$ cat src/rtl/dkong_dma_mc.sv
// dkong_dma_mc: multi-channel HRQ/HLDA block mover between dual-port RAMs with
// copy/fill modes, fixed-priority arbitration, bus-hold pausing and done pulses.
module dkong_dma_mc #(
    parameter int CHANNELS = 2,
    parameter int AW       = 10,
    parameter int LEN_W    = 10,
    parameter int DW       = 8
) (
    input  logic                      I_CLK,
    input  logic                      I_RESET,
    input  logic                      I_CLK_EN,
    input  logic [CHANNELS-1:0]       I_TRIG,
    input  logic [CHANNELS*AW-1:0]    I_CFG_SRC,
    input  logic [CHANNELS*AW-1:0]    I_CFG_DST,
    input  logic [CHANNELS*LEN_W-1:0] I_CFG_LEN,
    input  logic [CHANNELS-1:0]       I_CFG_MODE,
    input  logic [CHANNELS*DW-1:0]    I_FILL_D,
    input  logic                      I_HLDA,
    output logic                      O_HRQ,
    output logic [AW-1:0]             O_SRC_A,
    output logic                      O_SRC_CE,
    input  logic [DW-1:0]             I_SRC_D,
    output logic [AW-1:0]             O_DST_A,
    output logic [DW-1:0]             O_DST_D,
    output logic                      O_DST_WE,
    output logic                      O_BUSY,
    output logic [1:0]                O_ACT_CH,
    output logic [CHANNELS-1:0]       O_DONE
);
    typedef enum logic [1:0] {IDLE, REQ, XFER} state_t;
    state_t state, state_n;
    logic [CHANNELS-1:0] prev_trig, pending, pending_n, rise, done_n, sel_mask;
    logic [LEN_W-1:0] k, k_n, len_l, len_n;
    logic [AW-1:0] src_l, src_n, dst_l, dst_n, src_a_n, dst_a_n;
    logic [DW-1:0] fill_l, fill_n, dst_d_n;
    logic mode_l, mode_n, hrq_n, src_ce_n, dst_we_n, found, last;
    logic [1:0] ch_l, ch_n, sel;

    assign rise = I_TRIG & ~prev_trig;

    always_comb begin
        found = 1'b0;
        sel = '0;
        for (int i = 0; i < CHANNELS; i++)
            if (pending[i] && !found) begin
                found = 1'b1;
                sel = 2'(i);
            end
        sel_mask = CHANNELS'(1) << sel;
        state_n = state;
        pending_n = pending | rise;
        k_n = k;
        src_n = src_l;
        dst_n = dst_l;
        len_n = len_l;
        mode_n = mode_l;
        fill_n = fill_l;
        ch_n = ch_l;
        hrq_n = O_HRQ;
        src_ce_n = 1'b0;
        dst_we_n = 1'b0;
        done_n = '0;
        src_a_n = O_SRC_A;
        dst_a_n = O_DST_A;
        dst_d_n = O_DST_D;
        // copy ends on the step after the last read; fill on its last write
        last = mode_l ? (k + LEN_W'(1) == len_l) : (k == len_l);
        case (state)
            IDLE: if (found) begin
                pending_n = (pending & ~sel_mask) | rise;
                src_n = I_CFG_SRC[sel*AW +: AW];
                dst_n = I_CFG_DST[sel*AW +: AW];
                len_n = I_CFG_LEN[sel*LEN_W +: LEN_W];
                fill_n = I_FILL_D[sel*DW +: DW];
                mode_n = |(I_CFG_MODE & sel_mask);
                ch_n = sel;
                k_n = '0;
                if (len_n == '0) done_n = sel_mask;
                else begin
                    state_n = REQ;
                    hrq_n = 1'b1;
                end
            end
            REQ: if (I_HLDA) state_n = XFER;
            XFER: if (I_HLDA) begin
                k_n = k + LEN_W'(1);
                if (!mode_l && k != len_l) begin
                    src_ce_n = 1'b1;
                    src_a_n = src_l + AW'(k);
                end
                if (mode_l || k != '0) begin
                    dst_we_n = 1'b1;
                    dst_a_n = mode_l ? dst_l + AW'(k) : dst_l + AW'(k) - AW'(1);
                    dst_d_n = mode_l ? fill_l : I_SRC_D;
                end
                if (last) begin
                    state_n = IDLE;
                    hrq_n = 1'b0;
                    done_n = CHANNELS'(1) << ch_l;
                end
            end
            default: state_n = IDLE;
        endcase
    end

    always_ff @(posedge I_CLK or posedge I_RESET) begin
        if (I_RESET) begin
            state <= IDLE;
            prev_trig <= '0;
            pending <= '0;
            k <= '0;
            src_l <= '0;
            dst_l <= '0;
            len_l <= '0;
            mode_l <= 1'b0;
            fill_l <= '0;
            ch_l <= '0;
            O_HRQ <= 1'b0;
            O_SRC_A <= '0;
            O_SRC_CE <= 1'b0;
            O_DST_A <= '0;
            O_DST_D <= '0;
            O_DST_WE <= 1'b0;
            O_BUSY <= 1'b0;
            O_ACT_CH <= '0;
            O_DONE <= '0;
        end else begin
            // busy stays up through the done cycle and drops on the next clock
            O_BUSY <= state != IDLE || (I_CLK_EN && state_n != IDLE);
            if (I_CLK_EN) begin
                state <= state_n;
                prev_trig <= I_TRIG;
                pending <= pending_n;
                k <= k_n;
                src_l <= src_n;
                dst_l <= dst_n;
                len_l <= len_n;
                mode_l <= mode_n;
                fill_l <= fill_n;
                ch_l <= ch_n;
                O_HRQ <= hrq_n;
                O_SRC_A <= src_a_n;
                O_SRC_CE <= src_ce_n;
                O_DST_A <= dst_a_n;
                O_DST_D <= dst_d_n;
                O_DST_WE <= dst_we_n;
                O_ACT_CH <= ch_n;
                O_DONE <= done_n;
            end else begin
                O_SRC_CE <= 1'b0;
                O_DST_WE <= 1'b0;
                O_DONE <= '0;
            end
        end
    end
endmodule

$ cat config.mk
export PLATFORM = sky130hd
export DESIGN_NAME = dkong_dma_mc
export DESIGN_NICKNAME = d
export VERILOG_FILES = /design/src/rtl/dkong_dma_mc.sv
export SDC_FILE = /design/constraint.sdc
export NUM_CORES = 1
export LEC_CHECK = 0
export BUFFER_PORTS_ARGS = -buffer_cell sky130_fd_sc_hd__buf_2
export CAP_MARGIN = 0
export CELL_PAD_IN_SITES_DETAIL_PLACEMENT = 0
export CELL_PAD_IN_SITES_GLOBAL_PLACEMENT = 1
export CORE_AREA = 2 2 139 141
export CTS_CLUSTER_DIAMETER = 50
export CTS_CLUSTER_SIZE = 20
export DETAILED_ROUTE_END_ITERATION = 10
export DIE_AREA = 0 0 141 143
export PLACE_DENSITY = 0.57
export SLEW_MARGIN = 20
export SYNTH_ARGS = -nofsm -noshare
export SYNTH_HDL_FRONTEND = slang
export SYNTH_SLANG_ARGS = --single-unit
$ cat constraint.sdc
create_clock -name I_CLK -period 4 [get_ports I_CLK]
set_clock_uncertainty 0.15 [all_clocks]
set_input_delay 0.4 -clock I_CLK [delete_from_list [all_inputs] [get_ports I_CLK]]
set_output_delay 0.4 -clock I_CLK [all_outputs]
set_load 0.1 [all_outputs]
# == Yosys cells after proc, flatten, opt, wreduce, memory -nomap -nowiden ==
# Cells that the tools add are included.
# word_totals
register_bits,91
wordCells,102
# classes
eq_ne,9
bitwise_logic,7
mul,1
shift,6
n_addsub,4
reduce_logical,19
n_mux,38
# ops
cell,n
variable part select 20 x 7 -> 10 bit,3
2-to-1 mux 10 bit,3
2-to-1 mux 2 bit,14
adder 10 bit,2
== test 10 bit,2
case mux 10 bit (2 select lines),1
2-to-1 mux 1 bit,16
variable part select 16 x 6 -> 8 bit,1
AND reduction 4 bit,3
"adder 10 x 1 -> 10 bit, second input constant",1
zero test 10 bit,1
inequality test 10 bit,1
nonzero test 10 bit,1
"subtractor 10 x 1 -> 10 bit, second input constant",1
2-to-1 mux 8 bit,1
"inequality test 2 bit, second input constant",4
AND 2 bit,3
case mux 2 bit (3 select lines),1
AND reduction 6 bit,1
nonzero test 2 bit,3
"multiplier 2 x 3 -> 5 bit, second input constant",1
NOT 2 bit,2
OR 2 bit,2
case mux 2 bit (2 select lines),1
10 further kinds,15

# == Depth between registers and ports, before layout ==
# Gate-level depths: netlist (run 1).
# logic_depth
ltp_word,13
ltp_mapped,10
depth_no_buf,10

# == Worst setup path after synthesis (run 1) ==
# No wires, ideal clock.
# synth_path
path_kind,register -> register
start,reg k[1]
end,reg O_DST_A[9]
synth_period_minus_slack_ps,2582
t_arrival_ps,2300
setup_ps,132
required_time_ps,3718
slack_ps,1418
n_path_buf,0
stages_incl_launch_ff,9
cell_sequence,dfrtp_1 > inv_1 > fa_1 > nand2b_1 > a21oi_2 > xor2_1 > nor3_2 > nand4_1 > or3b_1
# synth_via
elab_chain_cells,3
# synth_rtl
item,line_no,rtl
start: declaration,33,"logic [LEN_W-1:0] k, k_n, len_l, len_n;"
start signal: assignment,134,k <= k_n;
adder 10 bit or nonzero test 10 bit (tied branches),"93, 91",
subtractor 10 x 1 -> 10 bit or logical OR 1 bit (tied branches),"93, 91",
2-to-1 mux 10 bit or AND reduction 4 bit (tied branches),-,
end signal: assignment,144,O_DST_A <= dst_a_n;
end: declaration,23,"output logic [AW-1:0] O_DST_A,"
# Several ways; a longest one is shown, not always the timed one.
# A chain may end at the register's enable or synchronous reset.

# == Worst setup path in the final report (run 1) ==
# layout_path
start,reg k[0]
end,reg O_DST_A[9]
# Same word-level chain as after synthesis.

==> summary.json, run 1 <==
{
  "finish": {
    "sequential_cell_area_in_the_final_layout_um2": 2252,
    "antenna-diode-count": 0,
    "layout-drive-gt1-share": 0.2426,
    "final_cells": 947,
    "multiInputGateArea_um2": 3053,
    "flow.area_growth_from_synthesis_pct": 21.19,
    "layout.core_utilization": 0.3601,
    "finalInstanceArea_um2": 6691,
    "final_nets": 823,
    "layout_common_cells": "126 x sky130_fd_sc_hd__buf_2, 90 x sky130_fd_sc_hd__dfrtp_1, 66 x sky130_fd_sc_hd__nand2_1",
    "final_common_cell": "sky130_fd_sc_hd__buf_2",
    "n_fill_cell": 1938
  },
  "route": {
    "drc": 0,
    "first_iteration_detailed_routing_drc_count": 191,
    "detail_route.first_pass.iterations": 4,
    "routed-via-count": 4569,
    "avgViaCountPerCell": 4.825,
    "route.detailed.wl_per_inst_um": 15.50,
    "drt-total-wl_um": 14680,
    "antenna_left": 0
  },
  "floorplan": {
    "start_util": 0.2972,
    "placement_rows": 50,
    "fp.dieH_um": 143,
    "dieWidth_um": 141,
    "die_area_um2": 20160,
    "core-area_um2": 18580,
    "io-pin-count": 128
  },
  "power": {
    "cellLeakagePower_nw": 2.951,
    "max-vdd-ir-drop_uv": 387.0,
    "powerDensity_nw_per_um2": 917.1,
    "design_power_total_mw": 6.136
  },
  "global_route": {
    "groute.usage.overall": 0.1494,
    "grt_pass1_vias": 4576,
    "wire_length_of_the_first_global_routing_pass_um": 23770,
    "maximum_number_of_pins_on_one_net_before_global_route_repair": 41,
    "initial_antenna_violation_count": 0,
    "grt.overflow.total": 0
  },
  "cts": {
    "clk_root_buffer_cell": "sky130_fd_sc_hd__clkbuf_16",
    "cts-htree-levels": 3,
    "cts_tree": "built",
    "clkTransAtPathRegs_ns": 0.07,
    "tritoncts.num_buffers": 9,
    "insertion_delay_of_the_later_clocked_pin_in_the_worst_skew_pair_ns": 0.35,
    "post-cts-setup-buffers": 0,
    "cts.path.max_buffers": 2,
    "clock_sinks": 90
  },
  "worst_setup_path": {
    "ff2ff_path_depth": 9,
    "timing.critical_path.to_type": "flop",
    "r2r-end": "O_DST_A[9]",
    "worst-path-max-fanout": 10,
    "worstSetupStartpoint": "k[0]",
    "worst-r2r-setup-slack_ns": 1.01,
    "worstSetupPathType": "flop to flop",
    "worst-endpoint-required_ns": 4.08,
    "crit-reg2reg-launch": "k[0]",
    "critPathArrivalTime_ns": 3.07,
    "worstSetupStartpointType": "flop"
  },
  "sta": {
    "timing.slew.headroom": 0.3623,
    "rsz_0062_raised_after_global_routing": "no",
    "slew_violations": 0,
    "setup_violations": 0,
    "clock.fmax_mhz": 334.1,
    "timing.final.crit_share": 0.7482,
    "hold_viol": 0,
    "worstMarginPinSlew_ns": 0.9566,
    "final.min_clock_period_ns": 2.993,
    "finalSetupTns_ns": 0
  },
  "worst_hold_path": {
    "min_delay_worst_endpoint": "prev_trig[0]",
    "hp-class": "input pin to flop",
    "worst_hold_startpoint": "I_TRIG[0]",
    "timing.hold.worst_path_depth": 3
  },
  "yosys": {
    "yosys_most_used_dff": "sky130_fd_sc_hd__dfrtp_1",
    "synth.ff_latch_count": 90,
    "postSynthCellCount": 594,
    "synth.lib_cells_used.distinct": 63,
    "ys_warn_count": 0,
    "synth_net_count": 709,
    "number_of_synthesized_flops_with_an_enable_pin": 0,
    "synth.yosys.seq_area_share": 0.4079,
    "synthesis.area_um2": 5522,
    "async_reset_ff_frac": 1.000,
    "synthesis.area_per_instance_um2": 9.296
  },
  "job": {
    "timing.max_cap.violations": 0
  },
  "placement": {
    "dpl_cell_area_um2": 6369,
    "placed_cells_incl_taps": 930,
    "global_placement_routability_congestion": 0.8147,
    "number_of_buffers_inserted_by_port_buffering": 126,
    "detailedPlacementHpwl_um": 11160
  },
  "status": {
    "run_status": "finished, final reports clean"
  }
}
cells by family after synthesis:
kind of cell	synth area share
AO/OA/AOI/OAI	0.1704
multiplexers	0.09472
AND/OR/NAND/NOR	0.1704
flip-flops	0.4079
buffers and inverters	0.04260
adder cells (fa/ha/maj)	0.05484
XOR/XNOR	0.05847
other	0.0006792
worst max-delay path, stage by stage (launching register included):
cell                      delay (ns)
sky130_fd_sc_hd__dfrtp_1        0.56
sky130_fd_sc_hd__ha_1           0.28
sky130_fd_sc_hd__inv_1          0.07
sky130_fd_sc_hd__fa_1           0.39
sky130_fd_sc_hd__xnor2_1        0.19
sky130_fd_sc_hd__nor4b_1        0.33
sky130_fd_sc_hd__o21ai_1        0.22
sky130_fd_sc_hd__nor3_2         0.22
sky130_fd_sc_hd__a31oi_1        0.11
sky130_fd_sc_hd__or3b_1         0.35
registers in the layout (all words and copies together) (netlist names):
name and flops:
pending 2, dst_l 10, O_ACT_CH 1, mode_l 1
k 10, fill_l 8, len_l 10, O_HRQ 1
O_DST_A 10, O_DST_WE 1, O_DST_D 8, O_SRC_CE 1
prev_trig 2, O_DONE 2, state 2, O_BUSY 1
O_SRC_A 10, src_l 10
layer usage:
metal,wire length (um),share of wire,global-route usage,vias up
li1,-,-,-,2357
met1,6935,0.47,0.1959,2113
met2,6959,0.47,0.2511,86
met3,579,0.039,0.03186,13
met4,202,0.014,0.04053,0
met5,0,0,0,-
synth_stat cells (5+ instances only):
cell type                  number  area [um^2]
sky130_fd_sc_hd__dfrtp_1       90         2252
sky130_fd_sc_hd__nand2_1       66        247.7
sky130_fd_sc_hd__o21ai_0       64        320.3
sky130_fd_sc_hd__mux2i_1       50        500.5
sky130_fd_sc_hd__nor2_1        45        168.9
sky130_fd_sc_hd__a21oi_1       29        145.1
sky130_fd_sc_hd__inv_1         22        82.58
sky130_fd_sc_hd__ha_1          21        262.8
sky130_fd_sc_hd__xnor2_1       21        183.9
sky130_fd_sc_hd__buf_2         17        85.08
sky130_fd_sc_hd__xor2_1        14        122.6
sky130_fd_sc_hd__clkbuf_1      11        41.29
sky130_fd_sc_hd__nand3_1       10        50.05
sky130_fd_sc_hd__nand4_1       10        62.56
sky130_fd_sc_hd__nor2b_1       10        62.56
sky130_fd_sc_hd__nor3_1        10        50.05
sky130_fd_sc_hd__o31ai_1        7        52.55
sky130_fd_sc_hd__nor4_1         6        37.54
sky130_fd_sc_hd__a31oi_1        5        31.28
sky130_fd_sc_hd__o21a_1         5        37.54
sky130_fd_sc_hd__o21ai_1        5        25.02
sky130_fd_sc_hd__or3_1          5        31.28
area by class of cell:
| cell class | instances | area share |
|---|---|---|
| repair buffers | 134 | 0.1036 |
| multi-input cells | 450 | 0.4562 |
| inverters | 23 | 0.01309 |
| well taps | 234 | 0.04375 |
| clock inverters | 5 | 0.008975 |
| clock buffers | 11 | 0.03777 |
| flip-flops and latches | 90 | 0.3366 |
how the worst max path moves through the flow:
stage	end	slack (ns)	depth (start not counted)
5_1_grt	O_DST_A[8]	0.79	10
3_5_place_dp	O_DST_A[9]	1.01	9
3_3_place_gp	O_DST_A[9]	1.04	9
4_1_cts	O_DST_A[9]	0.98	9
6_report	O_DST_A[9]	1.01	9
2_1_floorplan	O_ACT_CH[0]	1.11	1
timing repair:
| action | 4_1_cts | 5_1_grt |
|---|---|---|
| endpoints found under the hold margin | 27 | 0 |
| resized for setup | 0 | 0 |
| hold buffers | 1 | 0 |
report_power, final:
| part | switching, mW | total (mW) | internal (mW) |
|---|---|---|---|
| clock network | 0.375 | 0.897 | 0.522 |
| registers | 0.420 | 1.72 | 1.30 |
| logic | 2.40 | 3.52 | 1.12 |
| total | 3.19 | 6.14 | 2.94 |
metrics by stage:
stage | worst slack, ns | hold slack [ns]
6_report | 1.007 | 0.1207
5_1_grt | 0.7920 | 0.1422
4_1_cts | 0.9781 | 0.1154
3_5_place_dp | 1.010 | 0.2973
3_3_place_gp | 1.041 | 0.2958
2_1_floorplan | 1.115 | 0.2852
Note: power is estimated with default switching activity, not from simulation.
==> run 2: changes to the inputs <==
Settings changed: ABC_AREA set to 1, CORE_AREA 2 2 139 141 to 2 2 142 144, DIE_AREA 0 0 141 143 to 0 0 144 146, PLACE_DENSITY 0.57 to 0.59.
Clock period 4 ns to 2.8 ns, I/O delays scaled along.
==> summary.json, run 2 <==
{
  "cts": {
    "cts_resized": {"value": 0, "change": "unchanged"},
    "insertion_delay_of_the_later_clocked_pin_in_the_worst_skew_pair": {"value": 0.35, "unit": "ns", "change": "about the same"},
    "tritoncts.num_buffers": {"value": 9, "change": "unchanged"},
    "clk_root_buffer_cell": "sky130_fd_sc_hd__clkbuf_16",
    "cts_tree": "built",
    "clock_sinks": {"value": 90, "change": "unchanged"},
    "clkTransAtPathRegs": {"value": 0.07, "unit": "ns", "change": "about the same"},
    "ctsHoldBuffers": {"value": 3, "change": "+2"},
    "post-cts-setup-buffers": {"value": 0, "change": "unchanged"},
    "cts-htree-levels": {"value": 3, "change": "unchanged"},
    "cts.path.max_buffers": {"value": 2, "change": "unchanged"}
  },
  "sta": {
    "finalWorstSetupSlack": {"value": 0.3738, "unit": "ns", "change": "-0.6332 ns"},
    "timing.final.crit_share": {"value": 0.8665, "change": "+0.1183"},
    "slew_violations": {"value": 0, "change": "unchanged"},
    "finalSetupTns": {"value": 0, "unit": "ns", "change": "unchanged"},
    "final.min_clock_period": {"value": 2.426, "unit": "ns", "change": "-0.5668 ns"},
    "setup_violations": {"value": 0, "change": "unchanged"},
    "rsz_0062_raised_after_global_routing": "no",
    "hold_viol": {"value": 0, "change": "unchanged"},
    "clock.fmax": {"value": 412.2, "unit": "MHz", "change": "+23%"}
  },
  "floorplan": {
    "core-area": {"value": 19330, "unit": "um^2", "change": "+4.1%"},
    "fp.dieH": {"value": 146, "unit": "um", "change": "+2.1%"},
    "dieWidth": {"value": 144, "unit": "um", "change": "+2.1%"},
    "io-pin-count": {"value": 128, "change": "unchanged"},
    "start_util": {"value": 0.2972, "change": "about the same"},
    "placement_rows": {"value": 51, "change": "+2.0%"},
    "die_area": {"value": 21020, "unit": "um^2", "change": "+4.3%"}
  },
  "worst_setup_path": {
    "worstSetupPathType": "flop to flop",
    "worstSetupStartpointType": "flop",
    "timing.critical_path.to_type": "flop",
    "worst-path-max-fanout": {"value": 4, "change": "-6"},
    "crit_path_cell_trace": "ha_1 -> inv_1 -> fa_1 -> ha_1 -> nand2_1 -> nor2_1 -> nand3_1 -> nor2_1 -> nand4_1 -> nand3_1 -> nand2_1",
    "critPathTopFamily": "adder cells",
    "critPathArrivalTime": {"value": 2.52, "unit": "ns", "change": "-0.55 ns"},
    "worst-endpoint-required": {"value": 2.89, "unit": "ns", "change": "-1.19 ns"},
    "critical-path-slowest-cell": "sky130_fd_sc_hd__fa_1",
    "critical_path_buf_inv_count": {"value": 1, "change": "unchanged"},
    "critical_path.max_stage_delay": {"value": 0.53, "unit": "ns", "change": "-0.03 ns"}
  },
  "job": {
    "timing.max_cap.violations": {"value": 0, "change": "unchanged"}
  },
  "yosys": {
    "synth_net_count": {"value": 887, "change": "+25%"},
    "synth.area.top_cells": "sky130_fd_sc_hd__dfrtp_1 39%, sky130_fd_sc_hd__nand2_1 15%, sky130_fd_sc_hd__nor2_1 6.7%",
    "synth.top_cell.area_share": {"value": 0.3919, "change": "-0.01599"},
    "ys_warn_count": {"value": 0, "change": "unchanged"},
    "yosys.cell_count.top_type": "sky130_fd_sc_hd__nand2_1",
    "async_reset_ff_frac": {"value": 1.000, "change": "unchanged"},
    "synth.lib_cells_used.distinct": {"value": 45, "change": "-29%"},
    "yosys_most_used_dff": "sky130_fd_sc_hd__dfrtp_1",
    "synthesis.area": {"value": 5747, "unit": "um^2", "change": "+4.1%"},
    "synth.ff_latch_count": {"value": 90, "change": "unchanged"},
    "synth_area_leader_cell": "sky130_fd_sc_hd__dfrtp_1",
    "postSynthCellCount": {"value": 772, "change": "+30%"},
    "synth.yosys.seq_area_share": {"value": 0.3919, "change": "-0.01599"},
    "synth_common_cells": "233 x sky130_fd_sc_hd__nand2_1, 102 x sky130_fd_sc_hd__nor2_1, 90 x sky130_fd_sc_hd__dfrtp_1, 64 x sky130_fd_sc_hd__inv_1, 32 x sky130_fd_sc_hd__nand3_1",
    "synthesis.area_per_instance": {"value": 7.444, "unit": "um^2", "change": "-20%"},
    "number_of_synthesized_flops_with_an_enable_pin": {"value": 0, "change": "unchanged"}
  },
  "route": {
    "drt-total-wl": {"value": 16780, "unit": "um", "change": "+14%"},
    "routed-via-count": {"value": 5272, "change": "+15%"},
    "antenna_left": {"value": 0, "change": "unchanged"},
    "avgViaCountPerCell": {"value": 4.514, "change": "-6.4%"},
    "detail_route.first_pass.iterations": {"value": 4, "change": "unchanged"},
    "drc": {"value": 0, "change": "unchanged"},
    "route.detailed.wl_per_inst": {"value": 14.37, "unit": "um", "change": "-7.3%"},
    "first_iteration_detailed_routing_drc_count": {"value": 260, "change": "+36%"}
  },
  "finish": {
    "antenna-diode-count": {"value": 0, "change": "unchanged"},
    "final_nets": {"value": 1013, "change": "+23%"},
    "final_common_cell": "sky130_fd_sc_hd__nand2_1",
    "layout_common_cells": "233 x sky130_fd_sc_hd__nand2_1, 126 x sky130_fd_sc_hd__buf_2, 102 x sky130_fd_sc_hd__nor2_1",
    "flow.area_growth_from_synthesis_pct": 21.01,
    "n_fill_cell": {"value": 2136, "change": "+10%"},
    "layout.core_utilization": {"value": 0.3597, "change": "-0.0004640"},
    "layout-drive-gt1-share": {"value": 0.2292, "change": "-0.01340"},
    "final_cells": {"value": 1168, "change": "+23%"}
  },
  "global_route": {
    "maximum_number_of_pins_on_one_net_before_global_route_repair": {"value": 41, "change": "unchanged"},
    "initial_antenna_violation_count": {"value": 0, "change": "unchanged"},
    "grt_use_met2": {"value": 0.2831, "change": "+0.03200"},
    "groute.usage.overall": {"value": 0.1668, "change": "+0.01731"},
    "use_met1": {"value": 0.2174, "change": "+0.02149"},
    "grt.overflow.total": {"value": 0, "change": "unchanged"},
    "grt.met3_usage": {"value": 0.03422, "change": "+0.002364"},
    "grt_pass1_vias": {"value": 5248, "change": "+15%"},
    "wire_length_of_the_first_global_routing_pass": {"value": 27390, "unit": "um", "change": "+15%"},
    "busiest_layer": "met2"
  },
  "placement": {
    "global_placement_routability_congestion": {"value": 0.8008, "change": "-1.7%"},
    "placed_cells_incl_taps": {"value": 1149, "change": "+24%"},
    "detailedPlacementHpwl": {"value": 12970, "unit": "um", "change": "+16%"},
    "dp_worst_setup_slack": {"value": 0.3372, "unit": "ns", "change": "-0.6725 ns"},
    "number_of_buffers_inserted_by_port_buffering": {"value": 126, "change": "unchanged"}
  },
  "status": {
    "run_status": "finished, final reports clean"
  },
  "power": {
    "powerDensity": {"value": 1191, "unit": "nW/um^2", "change": "+30%"},
    "cellLeakagePower": {"value": 3.653, "unit": "nW", "change": "+24%"},
    "max-vdd-ir-drop": {"value": 1053, "unit": "uV", "change": "+170%"}
  },
  "worst_hold_path": {
    "hp-class": "input pin to flop"
  }
}
==> run 2: layer usage <==
layer  share of wire  vias to the layer above
met5               0                        -
met4          0.0097                        0
met3           0.038                       10
met2            0.48                       87
met1            0.47                     2419
li1                -                     2756
==> run 2: final cells by class <==
| cell class | count | area (um^2) | share of cell area |
|---|---|---|---|
| Tap cell | 265 | 331.6 | 0.04768 |
| Timing Repair Buffer | 143 | 790.8 | 0.1137 |
| Clock buffer | 9 | 225.2 | 0.03239 |
| Clock inverter | 7 | 51.30 | 0.007377 |
| Sequential cell | 90 | 2252 | 0.3239 |
| Inverter | 75 | 284.0 | 0.04084 |
| Multi-Input combinational cell | 579 | 3019 | 0.4341 |
==> run 2: path summary, 6_finish.rpt <==
path	start	to	slack [ns]	depth (start not counted)
max	dst_l[0]	O_DST_A[8]	0.37	11
min	I_SRC_D[0]	O_DST_D[0]	0.03	3
max reg2reg	dst_l[0]	O_DST_A[8]	0.37	11
min reg2reg	prev_trig[0]	pending[0]	0.32	1
max in group asynchronous	I_RESET	O_DST_D[4]	1.48	4
min in group asynchronous	I_RESET	O_BUSY	0.32	3
==> run 2: cell families (layout without fill, tap and decap cells) <==
kind of cell	after synthesis	count (layout)	synth area share
flops	90	90	0.3919
fa+ha+maj	23	23	0.05269
compound gates	111	111	0.1213
other cells	1	1	0.0006525
simple gates	420	420	0.3129
buf+inv	103	234	0.08274
xor+xnor	24	24	0.03788
==> run 2: through the flow <==
step / hold slack [ns] / area (um^2) / total power, mW
CTS: 0.02115 / 6954 / 8.428
finish: 0.03297 / 6954 / 8.284
global route: 0.02649 / 6954 / 8.958
floorplan: 0.2598 / 5747 / 6.137
detailed placement: 0.1749 / 6648 / 7.196
global placement: 0.1747 / 6648 / 7.213
==> run 2: power by group <==
part           leakage (nW)  internal, mW  switching (mW)  total, mW
Sequential             1.13          1.84           0.385       2.22
Combinational          2.39          1.25            3.63       4.88
Clock                 0.132         0.607           0.569       1.18
Total                  3.65          3.70            4.58       8.28
==> run 2: tightest hold or removal path, cell delays in order <==
cell and delay [ns]:
sky130_fd_sc_hd__buf_2 0.09, sky130_fd_sc_hd__nand2_1 0.05, sky130_fd_sc_hd__a31oi_1 0.07
